**src/rtl/multdiv_iter.sv**
```systemverilog
// rtl/multdiv_iter.sv - iterative signed 32-bit shift-add multiplier / restoring divider (optional MULTDIV_EARLY_DBZ_EN)
module multdiv_iter #(
    parameter int WIDTH = 32,
    parameter int ITER  = WIDTH
) (
    input  logic             clock,
    input  logic             reset,
    input  logic [WIDTH-1:0] data_operandA,
    input  logic [WIDTH-1:0] data_operandB,
    input  logic             ctrl_MULT,
    input  logic             ctrl_DIV,
    output logic [WIDTH-1:0] data_result,
    output logic             data_exception,
    output logic             data_resultRDY,
    output logic             busy
);

    localparam int CW = $clog2(ITER);

    typedef enum logic [1:0] {
        IDLE,
        RUN,
        FIX,
        DONE
    } state_t;

    state_t             state;
    state_t             state_next;
    state_t             start_state;
    logic [CW-1:0]      count;
    logic               op_mult;
    logic               res_sign;
    logic               b_zero;
    logic               div_ovf;
    logic [WIDTH:0]     mag_a;
    logic [WIDTH:0]     mag_b;
    logic [2*WIDTH-1:0] acc;

    logic               start;
    logic [WIDTH:0]     ext_a;
    logic [WIDTH:0]     ext_b;
    logic [WIDTH:0]     in_mag_a;
    logic [WIDTH:0]     in_mag_b;
    logic [WIDTH:0]     mul_sum;
    logic [2*WIDTH-1:0] mul_next;
    logic [WIDTH-1:0]   rem_sh;
    logic [WIDTH:0]     trial;
    logic [2*WIDTH-1:0] div_next;
    logic [2*WIDTH-1:0] prod_signed;
    logic [WIDTH-1:0]   quot_signed;
    logic               mul_ovf;

    assign start = ctrl_MULT | ctrl_DIV;

    // 33-bit magnitudes so that the most negative operand keeps its full value
    assign ext_a    = {data_operandA[WIDTH-1], data_operandA};
    assign ext_b    = {data_operandB[WIDTH-1], data_operandB};
    assign in_mag_a = data_operandA[WIDTH-1] ? -ext_a : ext_a;
    assign in_mag_b = data_operandB[WIDTH-1] ? -ext_b : ext_b;

    // Multiply step: low half holds the remaining multiplier bits
    assign mul_sum  = {1'b0, acc[2*WIDTH-1:WIDTH]} + (acc[0] ? mag_a : '0);
    assign mul_next = {mul_sum, acc[WIDTH-1:1]};

    // Divide step: upper half is the partial remainder, lower half the quotient
    assign rem_sh   = acc[2*WIDTH-2:WIDTH-1];
    assign trial    = {1'b0, rem_sh} - mag_b;
    assign div_next = trial[WIDTH] ? {rem_sh, acc[WIDTH-2:0], 1'b0}
                                   : {trial[WIDTH-1:0], acc[WIDTH-2:0], 1'b1};

    assign prod_signed = res_sign ? -acc : acc;
    assign quot_signed = res_sign ? -acc[WIDTH-1:0] : acc[WIDTH-1:0];
    assign mul_ovf     = ~(&prod_signed[2*WIDTH-1:WIDTH-1]) & (|prod_signed[2*WIDTH-1:WIDTH-1]);

    always_comb begin
        start_state = RUN;
`ifdef MULTDIV_EARLY_DBZ_EN
        if (!ctrl_MULT && (data_operandB == '0)) begin
            start_state = FIX;
        end
`endif
    end

    always_comb begin
        state_next = state;
        if (start) begin
            state_next = start_state;
        end else begin
            case (state)
                IDLE:    state_next = IDLE;
                RUN:     state_next = (count == CW'(ITER - 1)) ? FIX : RUN;
                FIX:     state_next = DONE;
                DONE:    state_next = IDLE;
                default: state_next = IDLE;
            endcase
        end
    end

    always_ff @(posedge clock) begin
        if (reset) begin
            state <= IDLE;
        end else begin
            state <= state_next;
        end
    end

    always_ff @(posedge clock) begin
        if (reset) begin
            count          <= '0;
            op_mult        <= 1'b0;
            res_sign       <= 1'b0;
            b_zero         <= 1'b0;
            div_ovf        <= 1'b0;
            mag_a          <= '0;
            mag_b          <= '0;
            acc            <= '0;
            data_result    <= '0;
            data_exception <= 1'b0;
        end else if (start) begin
            count    <= '0;
            op_mult  <= ctrl_MULT;
            res_sign <= data_operandA[WIDTH-1] ^ data_operandB[WIDTH-1];
            b_zero   <= (data_operandB == '0);
            div_ovf  <= (data_operandA == {1'b1, {(WIDTH-1){1'b0}}}) && (&data_operandB);
            mag_a    <= in_mag_a;
            mag_b    <= in_mag_b;
            acc      <= {{WIDTH{1'b0}}, (ctrl_MULT ? in_mag_b[WIDTH-1:0] : in_mag_a[WIDTH-1:0])};
        end else begin
            case (state)
                RUN: begin
                    acc   <= op_mult ? mul_next : div_next;
                    count <= count + CW'(1);
                end
                FIX: begin
                    if (op_mult) begin
                        data_result    <= prod_signed[WIDTH-1:0];
                        data_exception <= mul_ovf;
                    end else if (b_zero) begin
                        data_result    <= '0;
                        data_exception <= 1'b1;
                    end else if (div_ovf) begin
                        data_result    <= {1'b1, {(WIDTH-1){1'b0}}};
                        data_exception <= 1'b1;
                    end else begin
                        data_result    <= quot_signed;
                        data_exception <= 1'b0;
                    end
                end
                default: begin
                end
            endcase
        end
    end

    assign busy           = (state == RUN) || (state == FIX);
    assign data_resultRDY = (state == DONE);

endmodule
```
**config.mk**
```make
export PLATFORM = sky130hd
export DESIGN_NAME = multdiv_iter
export DESIGN_NICKNAME = d
export VERILOG_FILES = /design/src/rtl/multdiv_iter.sv
export SDC_FILE = /design/constraint.sdc
export NUM_CORES = 1
export LEC_CHECK = 0
export BUFFER_PORTS_ARGS = -buffer_cell sky130_fd_sc_hd__clkbuf_2
export CAP_MARGIN = 20
export CORE_ASPECT_RATIO = 1.1
export CORE_MARGIN = 10
export CORE_UTILIZATION = 60
export DETAILED_ROUTE_END_ITERATION = 10
export PLACE_DENSITY_LB_ADDON = 0.08
export SLEW_MARGIN = 20
export SYNTH_ARGS = -nofsm -noshare
export SYNTH_HDL_FRONTEND = slang
export SYNTH_SLANG_ARGS = --single-unit
export TNS_END_PERCENT = 1
```
**constraint.sdc**
```tcl
create_clock -name clock -period 5.2 [get_ports clock]
set_input_delay 0.26 -clock clock [delete_from_list [all_inputs] [get_ports clock]]
set_output_delay 0.26 -clock clock [all_outputs]
set_load 0.03 [all_outputs]
```
==> qor.txt, run 1 <==
status -> completed
HP Class -> in -> reg
initial antenna violation count -> 1
Final Cell Area -> 15300 sq um
I/O Pins -> 103
syn avg cell area -> 7.69 sq um
area fraction in compound gates after synthesis -> 27.9%
most instantiated cells after synthesis -> 216 x nor2_1, 174 x dfxtp_1, 118 x o21ai_0, 110 x clkbuf_1, 106 x nand2_1
non-filler instance count after layout -> 2166
nets@finish -> 1995
worst-case clock buffer depth -> 2
period utilization -> 93.0%
setup ws final -> 0.365 ns
GR Util All Layers -> 30.4%
final setup fails -> 0
switching portion of total power -> 36.1%
Max Fclk -> 207 MHz
clk_skew -> 0.0224 ns
Async SR Flop Fraction -> 0%
sw power -> 1360 uW
crit path cell chain -> inv_1 > ha_1 > fa_1 > nand2b_1 > a21oi_1 > o31ai_1 > o21ai_0 > a31oi_1 > o21ai_0 > a211oi_1 > a211oi_4 > buf_4 > buf_4 > mux2i_1 > o22ai_1
CTS tree -> yes
# placed instances -> 2133
Yosys top cell by area -> dfxtp_1
Rows -> 58
pin count of the biggest net entering global routing -> 106
CP top delay family -> compound AO/OA/AOI/OAI gates
via-per-instance ratio -> 6.65
Core ar. -> 23000 sq um
critical path peak fanout -> 19
Post CTS Setup Buffer Count -> 0
top-count cell post-synth -> nor2_1
mux share of post-synthesis cell area -> 4.75%
dpl ws -> 0.539 ns
Reg power frac -> 40.2%
crit-path max cell delay -> 0.56 ns
critical path startpoint category -> register
unrepaired setup endpoints after global routing -> no
DRT iter0 DRCs -> 1881
Least-Margin Pin Slew -> 1.03 ns
CTS buffer count -> 17
Post-Synth XOR/XNOR Area -> 10.5%
post-synth top area share -> 24.8%
vias in the first global route -> 13500
Die Ht -> 181 microns
CTS root buf -> clkbuf_16
Synth Area in Adders -> 6.78%
EDFF count, synth -> 0
clock power share -> 35.1%
Comb power frac -> 24.7%
Rel. slew slack -> 31.0%
Clk Latency, worst-skew pair -> 0.45 ns
Detailed Routing Iterations Pass 1 -> 8
Post-Syn Area -> 14100 sq um
clk slew on worst S/H paths -> 0.08 ns
H-tree depth -> 4
Layout area overhead -> 8.92%
required time worst endpoint -> 5.50 ns
first-pass GRT wire length -> 75100 microns
Resized cells post-CTS -> 0
hpwl dp -> 35500 microns
die area -> 30000 sq um
final hold vios -> 0
Pwr Density -> 246 nW/um^2
Starting Density -> 61.1%
Hold Crit Depth -> 3
DP Area -> 14700 sq um
DRC errors left -> 0
# hold bufs at CTS -> 0
max_cap viols -> 0
Yosys cell types -> 81
Worst Setup End Kind -> register
post-synth net total -> 1971
layout cell share with drive strength beyond 1 -> 10.7%
sequential area share after synthesis -> 24.8%
Die W -> 166 microns
end-of-flow core utilization -> 66.6%
worst path bufs/invs -> 3
Simple-Gate Fraction of Synth Area -> 20.1%
Routed WL -> 47900 microns
main combinational cell family by area after synthesis -> compound AO/OA/AOI/OAI gates
Most used DFF post-synth -> dfxtp_1
worst reg2reg path depth -> 15
WS Path Type -> reg -> reg
TNS Setup -> 0 ns
WL per Instance -> 22.1 microns
Cells after Synth -> 1828
Pleak -> 0.00642 uW
Placer Congestion -> 0.987
Area contributors post-synth -> dfxtp_1 25%, ha_1 6.5%, xor2_1 6.0%, nor2_1 5.8%, a211oi_1 5.3%
Worst IR Drop VDD -> 0.000189 V
Pint -> 2400 uW
port bufs -> 102
critical path arrival -> 5.13 ns
register bit total from synthesis -> 174
Vias -> 14400
YS warnings -> 0
grt ovf -> 0
Slowest-stage cell, CP -> o21ai_0
CP Depth -> 15
final slew viol count -> 0
Final Critical Period -> 4.83 ns
final antenna-violating net count -> 0
CTS sink cnt -> 174
final cells by class:
| type | count | area [sq um] |
|---|---|---|
| multi-input combinational | 1463 | 9870 |
| fill | 2050 | 7690 |
| sequential | 174 | 3490 |
| timing repair buffer | 133 | 749 |
| clock buffer | 17 | 425 |
| tap | 300 | 375 |
| inverter | 63 | 236 |
| clock inverter | 15 | 168 |
| antenna | 1 | 2.50 |
per-layer routing:
layer | global-route usage [%] | vias up | part of all wire, %
met4 | 9.79 | 0 | 2.8
met1 | 40.4 | 6785 | 43
met2 | 47.2 | 718 | 44
li1 | - | 6791 | -
met3 | 7.42 | 102 | 10
met5 | 0 | - | 0
path summary, 6_finish.rpt:
| check | start | endpoint | slack [ns] |
|---|---|---|---|
| setup / recovery | acc[31] | acc[37] | 0.37 |
| hold / removal | data_operandA[0] | mag_a[0] | 0.13 |
| setup reg to reg | acc[31] | acc[37] | 0.37 |
| hold reg to reg | mag_a[31] | mag_a[31] | 0.46 |
cells in the final DEF (no fill, tap or decap), types with 8 or more instances in the layout:
cell type,n
or3_1,26
nand2b_1,19
nand4_1,26
a31oi_1,15
a22o_1,11
buf_4,31
a22oi_1,63
a21o_1,23
nor4_1,23
o21ai_0,118
mux2i_1,60
a21oi_1,99
xor2_1,97
nor2b_1,11
clkbuf_16,17
o21a_1,12
o41ai_1,21
nor3_1,22
nand3_1,36
nor2_1,214
ha_1,73
o21bai_1,8
xnor2_1,71
dfxtp_1,172
clkbuf_2,101
inv_1,61
o211ai_1,11
and2_1,36
nand2_1,105
or4_1,14
o31ai_1,41
a211oi_1,99
power groups by stage:
stage | sequential (uW) | clock (uW) | combinational, uW
floorplan | 1480 | 0 | 672
global placement | 1530 | 0 | 888
detailed placement | 1540 | 0 | 897
CTS | 1510 | 1320 | 907
global route | 1520 | 1380 | 1010
finish | 1510 | 1320 | 930
registers in the layout, indices dropped and copies added, names as in the netlist:
name            cells
count               5
b_zero              1
mag_b              33
data_result        32
state               2
data_exception      1
div_ovf             1
acc                64
mag_a              33
res_sign            1
op_mult             1
through the flow:
| step | hold WS [ns] | power (uW) |
|---|---|---|
| 2_1_floorplan | 0.400 | 2150 |
| 3_3_place_gp | 0.436 | 2420 |
| 3_5_place_dp | 0.442 | 2430 |
| 4_1_cts | 0.120 | 3740 |
| 5_1_grt | 0.166 | 3900 |
| 6_report | 0.132 | 3760 |
logic make-up (layout without fill, tap and decap cells):
family	Yosys count	after routing
flip-flops	174	174
AND/OR/NAND/NOR	575	575
other	0	1
adder cells (fa/ha/maj)	75	75
AO/OA/AOI/OAI	579	579
XOR/XNOR	168	168
buffers and inverters	191	228
multiplexers	66	66
worst register-to-register path, delay by kind of cell, from the launching register on:
kind	cells	cell delay, ns
compound gates	8	2.44
mux	1	0.25
buf+inv	3	0.74
flops	1	0.44
simple gates	1	0.20
fa+ha+maj	2	0.65
Note: power is estimated with default switching activity, not from simulation.
==> inputs of run 2 (changes only) <==
- CORE_UTILIZATION: 60 -> 40
- HOLD_SLACK_MARGIN: unset -> 0.03
==> qor.txt, run 2 (same netlist as run 1, synthesis figures left out) <==
final setup fails -> 0
Pint -> 2440 uW
Worst Hold Endpoint -> mag_a[0]
period utilization -> 91.3%
CTS tree -> yes
Placer Congestion -> 0.929
final slew viol count -> 0
Reg2Reg Capture Point -> acc[37]
switching portion of total power -> 35.1%
Worst IR Drop VDD -> 0.000221 V
H-tree depth -> 4
Rel. slew slack -> 25.7%
GR Util All Layers -> 23.8%
Largest regs -> acc: 64 flops, mag_a: 33 flops, mag_b: 33 flops
Comb power frac -> 25.1%
vias in the first global route -> 13100
clk_skew -> 0.0110 ns
Pleak -> 0.00641 uW
status -> completed
Reg power frac -> 39.7%
reg2reg setup slack -> 0.45 ns
WL per Instance -> 22.6 microns
die area -> 43100 sq um
Detailed Routing Iterations Pass 1 -> 5
most common cell after layout, fill and taps aside -> nor2_1
HP Start -> data_operandA[0]
Post CTS Setup Buffer Count -> 0
Starting Density -> 40.8%
CTS buffer count -> 17
worst reg2reg path depth -> 14
initial antenna violation count -> 0
Routed WL -> 52100 microns
Layout area overhead -> 10.1%
Pwr Density -> 243 nW/um^2
critical path startpoint category -> register
unrepaired setup endpoints after global routing -> no
final antenna-violating net count -> 0
Clk Latency, worst-skew pair -> 0.46 ns
Final Critical Period -> 4.75 ns
layout cell share with drive strength beyond 1 -> 10.7%
final hold vios -> 0
Biggest register -> acc
Die Ht -> 217 microns
Least-Margin Pin Slew -> 1.11 ns
most frequent cells in the layout -> 213 x nor2_1, 172 x dfxtp_1, 118 x o21ai_0
DRT iter0 DRCs -> 1145
TNS Setup -> 0 ns
end-of-flow core utilization -> 44.9%
Max Fclk -> 211 MHz
CTS root buf -> clkbuf_16
Resized cells post-CTS -> 0
DP Area -> 14900 sq um
via-per-instance ratio -> 6.04
Die W -> 199 microns
WS Path Type -> reg -> reg
port bufs -> 102
sw power -> 1320 uW
Rows -> 71
RR Startpoint -> acc[31]
I/O Pins -> 103
Vias -> 13900
first-pass GRT wire length -> 80000 microns
clk slew on worst S/H paths -> 0.08 ns
dpl ws -> 0.631 ns
CTS sink cnt -> 174
critical path arrival -> 5.07 ns
HP Class -> in -> reg
hpwl dp -> 39200 microns
# diodes -> 0
nets@finish -> 1995
# hold bufs at CTS -> 0
DRC errors left -> 0
required time worst endpoint -> 5.53 ns
max_cap viols -> 0
Worst Setup End Kind -> register
critical path peak fanout -> 29
setup ws final -> 0.454 ns
clock power share -> 35.1%
Hold Crit Depth -> 3
worst-case clock buffer depth -> 2
grt ovf -> 0
pin count of the biggest net entering global routing -> 89
Final Cell Area -> 15500 sq um
Core ar. -> 34500 sq um
max FFs per register -> 64
## run 2: worst max-delay path by stage
stage                     startpoint       to  slack (ns)  depth (start not counted)
final                        acc[31]  acc[37]        0.45                         14
after global routing         acc[31]  acc[41]        0.19                         14
after CTS                    acc[31]  acc[37]        0.51                         14
after detailed placement     acc[31]  acc[37]        0.63                         14
after global placement       acc[31]  acc[37]        0.81                         14
after floorplan               acc[0]  acc[63]        1.44                         15
## run 2: power groups by stage
stage | Clock [uW] | Sequential [uW] | Combinational, uW
5_1_grt | 1390 | 1510 | 1030
4_1_cts | 1340 | 1490 | 933
6_report | 1320 | 1490 | 944
2_1_floorplan | 0 | 1480 | 672
3_3_place_gp | 0 | 1520 | 926
3_5_place_dp | 0 | 1520 | 924
## run 2: critical path, cell delays in order (launching register included)
cell	delay [ns]
dfxtp_1	0.44
inv_1	0.09
ha_1	0.22
fa_1	0.39
nand2b_1	0.20
a21oi_1	0.29
o31ai_1	0.14
o21ai_0	0.46
a31oi_1	0.30
o21ai_0	0.57
a211oi_1	0.24
a211oi_4	0.64
buf_12	0.30
mux2i_1	0.21
o22ai_1	0.09
## run 2: cell type report
type	instances	area, sq um
Fill cell	3546	19000
Multi-Input combinational cell	1463	9870
Sequential cell	174	3490
Timing Repair Buffer	133	758
Tap cell	438	548
Clock buffer	19	443
Inverter	63	236
Clock inverter	13	131
## run 2: metrics by stage
stage                     power (uW)  instances  hold WS, ns
after CTS                       3770       2303       0.0923
final                           3760       2303        0.108
after global routing            3930       2303        0.146
after global placement          2450       2271        0.441
after detailed placement        2450       2271        0.449
after floorplan                 2150       1828        0.400
## run 2: metal layers
metal	share of wire (%)	vias to the layer above	wire [microns]	GRT usage (%)
li1	-	6769	-	-
met1	47	6645	24400	32.7
met2	45	453	23400	37.2
met3	6.2	49	3230	4.34
met4	2.1	0	1070	6.31
met5	0	-	0	0
==> inputs of run 3 (changes only) <==
- ABC_AREA: unset -> 1
- CORE_UTILIZATION: 40 -> 50
==> qor.txt, run 3 <==
status -> completed
Hold Crit Depth -> 3
Largest regs -> acc: 64 flops, mag_a: 33 flops, mag_b: 33 flops
Core ar. -> 30600 sq um
Starting Density -> 51.0%
critical path peak fanout -> 34
area of the multi-input gates -> 10400 sq um
Rel. slew slack -> 27.3%
DRT iter0 DRCs -> 1894
CTS buffer count -> 17
CTS sink cnt -> 174
Cells after Synth -> 2628
DP Area -> 16400 sq um
HP Class -> in -> reg
final slew viol count -> 0
DRC errors left -> 0
WS Path Type -> reg -> reg
worst path bufs/invs -> 3
Yosys cell types -> 56
end-of-flow core utilization -> 55.5%
Most used DFF post-synth -> dfxtp_1
# diodes -> 0
flip-flop and latch area -> 3490 sq um
Reg2Reg Capture Point -> acc[61]
grt ovf -> 0
unrepaired setup endpoints after global routing -> no
EDFF count, synth -> 0
GR Util All Layers -> 31.9%
Placer Congestion -> 1.02
first-pass GRT wire length -> 96100 microns
clk slew on worst S/H paths -> 0.07 ns
CTS tree -> yes
RR Startpoint -> acc[0]
Final Critical Period -> 3.29 ns
YS warnings -> 0
I/O Pins -> 103
worst reg2reg path depth -> 16
Max Fclk -> 304 MHz
max FFs per register -> 64
HP Start -> data_operandA[0]
required time worst endpoint -> 5.55 ns
crit-path max cell delay -> 0.43 ns
reg2reg setup slack -> 1.91 ns
period utilization -> 63.2%
via-per-instance ratio -> 5.88
Fillers -> 3288
worst-case clock buffer depth -> 2
Resized cells post-CTS -> 0
H-tree depth -> 4
met3 routed WL -> 5090 microns
Clk Latency, worst-skew pair -> 0.46 ns
layout cell share with drive strength beyond 1 -> 8.45%
Slowest-stage cell, CP -> dfxtp_1
CP top delay family -> compound AO/OA/AOI/OAI gates
post-synth top area share -> 22.3%
Rows -> 67
Pleak -> 0.00836 uW
Design Power -> 4230 uW
Die Ht -> 205 microns
TNS Setup -> 0 ns
Vias -> 18200
Yosys top cell by area -> dfxtp_1
sequential area share after synthesis -> 22.3%
final antenna-violating net count -> 0
clk_skew -> 0.0138 ns
critical path arrival -> 3.64 ns
Final Cell Area -> 17000 sq um
initial antenna violation count -> 0
vias in the first global route -> 16900
register bit total from synthesis -> 174
CTS root buf -> clkbuf_16
final hold vios -> 0
most instantiated cells after synthesis -> 689 x nand2_1, 337 x inv_1, 293 x nor2_1, 241 x o21ai_0, 204 x a21oi_1
WL per Instance -> 20.7 microns
Routed WL -> 64100 microns
top-count cell post-synth -> nand2_1
# hold bufs at CTS -> 0
Worst Hold Endpoint -> mag_a[0]
nets@finish -> 2817
pin count of the biggest net entering global routing -> 70
Biggest register -> acc
most frequent cells in the layout -> 689 x nand2_1, 337 x inv_1, 292 x nor2_1
Detailed Routing Iterations Pass 1 -> 7
Async SR Flop Fraction -> 0%
most common cell after layout, fill and taps aside -> nand2_1
crit path cell chain -> buf_4 > nand2_1 > inv_1 > ha_1 > fa_1 > nand3_1 > nand3_1 > a21oi_1 > o21ai_1 > nand2_1 > o211ai_1 > a21o_1 > o21ai_0 > nand3_1 > nand2_1 > inv_1
highest layer used for signal routing -> met4
final setup fails -> 0
max_cap viols -> 0
port bufs -> 102
hpwl dp -> 51100 microns
Worst Setup End Kind -> register
met2 wire len -> 28700 microns
critical path startpoint category -> register
Post CTS Setup Buffer Count -> 0
Post-Syn Area -> 15600 sq um
Worst IR Drop VDD -> 0.000237 V
post-synth net total -> 2771
Layout area overhead -> 8.82%
Least-Margin Pin Slew -> 1.09 ns
Area contributors post-synth -> dfxtp_1 22%, nand2_1 17%, inv_1 8.1%, o21ai_0 7.7%, nor2_1 7.1%
syn avg cell area -> 5.94 sq um
die area -> 38700 sq um
Pwr Density -> 249 nW/um^2
Die W -> 188 microns
met1 WL -> 26300 microns
run 3: how the worst max path moves through the flow:
stage / startpoint / endpoint / slack (ns) / cells past startpoint
after CTS: acc[0] / acc[53] / 1.99 / 16
after global routing: acc[0] / acc[49] / 1.63 / 16
after floorplan: acc[0] / acc[49] / 2.60 / 17
after global placement: acc[0] / acc[53] / 2.06 / 16
after detailed placement: acc[0] / acc[53] / 2.02 / 16
final: acc[0] / acc[61] / 1.91 / 16
run 3: per-stage QoR:
| step | worst slack [ns] | hold WS, ns | instances |
|---|---|---|---|
| 6_report | 1.91 | 0.144 | 3100 |
| 5_1_grt | 1.63 | 0.160 | 3100 |
| 4_1_cts | 1.99 | 0.137 | 3100 |
| 3_5_place_dp | 2.02 | 0.447 | 3069 |
| 3_3_place_gp | 2.06 | 0.441 | 3069 |
| 2_1_floorplan | 2.60 | 0.428 | 2628 |
run 3: final cells by class:
| cell class | count | share of cell area, % |
|---|---|---|
| inverter | 345 | 7.63 |
| clock buffer | 19 | 2.61 |
| clock inverter | 12 | 1.00 |
| sequential | 174 | 20.5 |
| tap | 414 | 3.05 |
| timing repair buffer | 118 | 3.72 |
| multi-input combinational | 2018 | 61.5 |
run 3: tightest hold or removal path: stages:
cell and delay [ns]:
clkbuf_2 0.10, inv_1 0.09, o21ai_0 0.09
run 3: cells by family after synthesis:
family	synth area share [%]
XOR/XNOR	4.44
flip-flops	22.3
AND/OR/NAND/NOR	34.2
AO/OA/AOI/OAI	22.1
buffers and inverters	10.9
adder cells (fa/ha/maj)	6.11
run 3: per-layer routing:
| layer | track usage [%] | up-vias |
|---|---|---|
| met5 | 0 | - |
| met4 | 19.1 | 0 |
| met3 | 4.30 | 177 |
| met2 | 51.3 | 911 |
| met1 | 40.1 | 8398 |
| li1 | - | 8734 |
run 3: power by group:
part	total (uW)	internal [uW]	leakage [uW]	switching, uW
clock network	1400	779	0.000291	617
registers	1500	1410	0.00143	96.0
logic	1330	391	0.00665	944
total	4230	2580	0.00836	1660
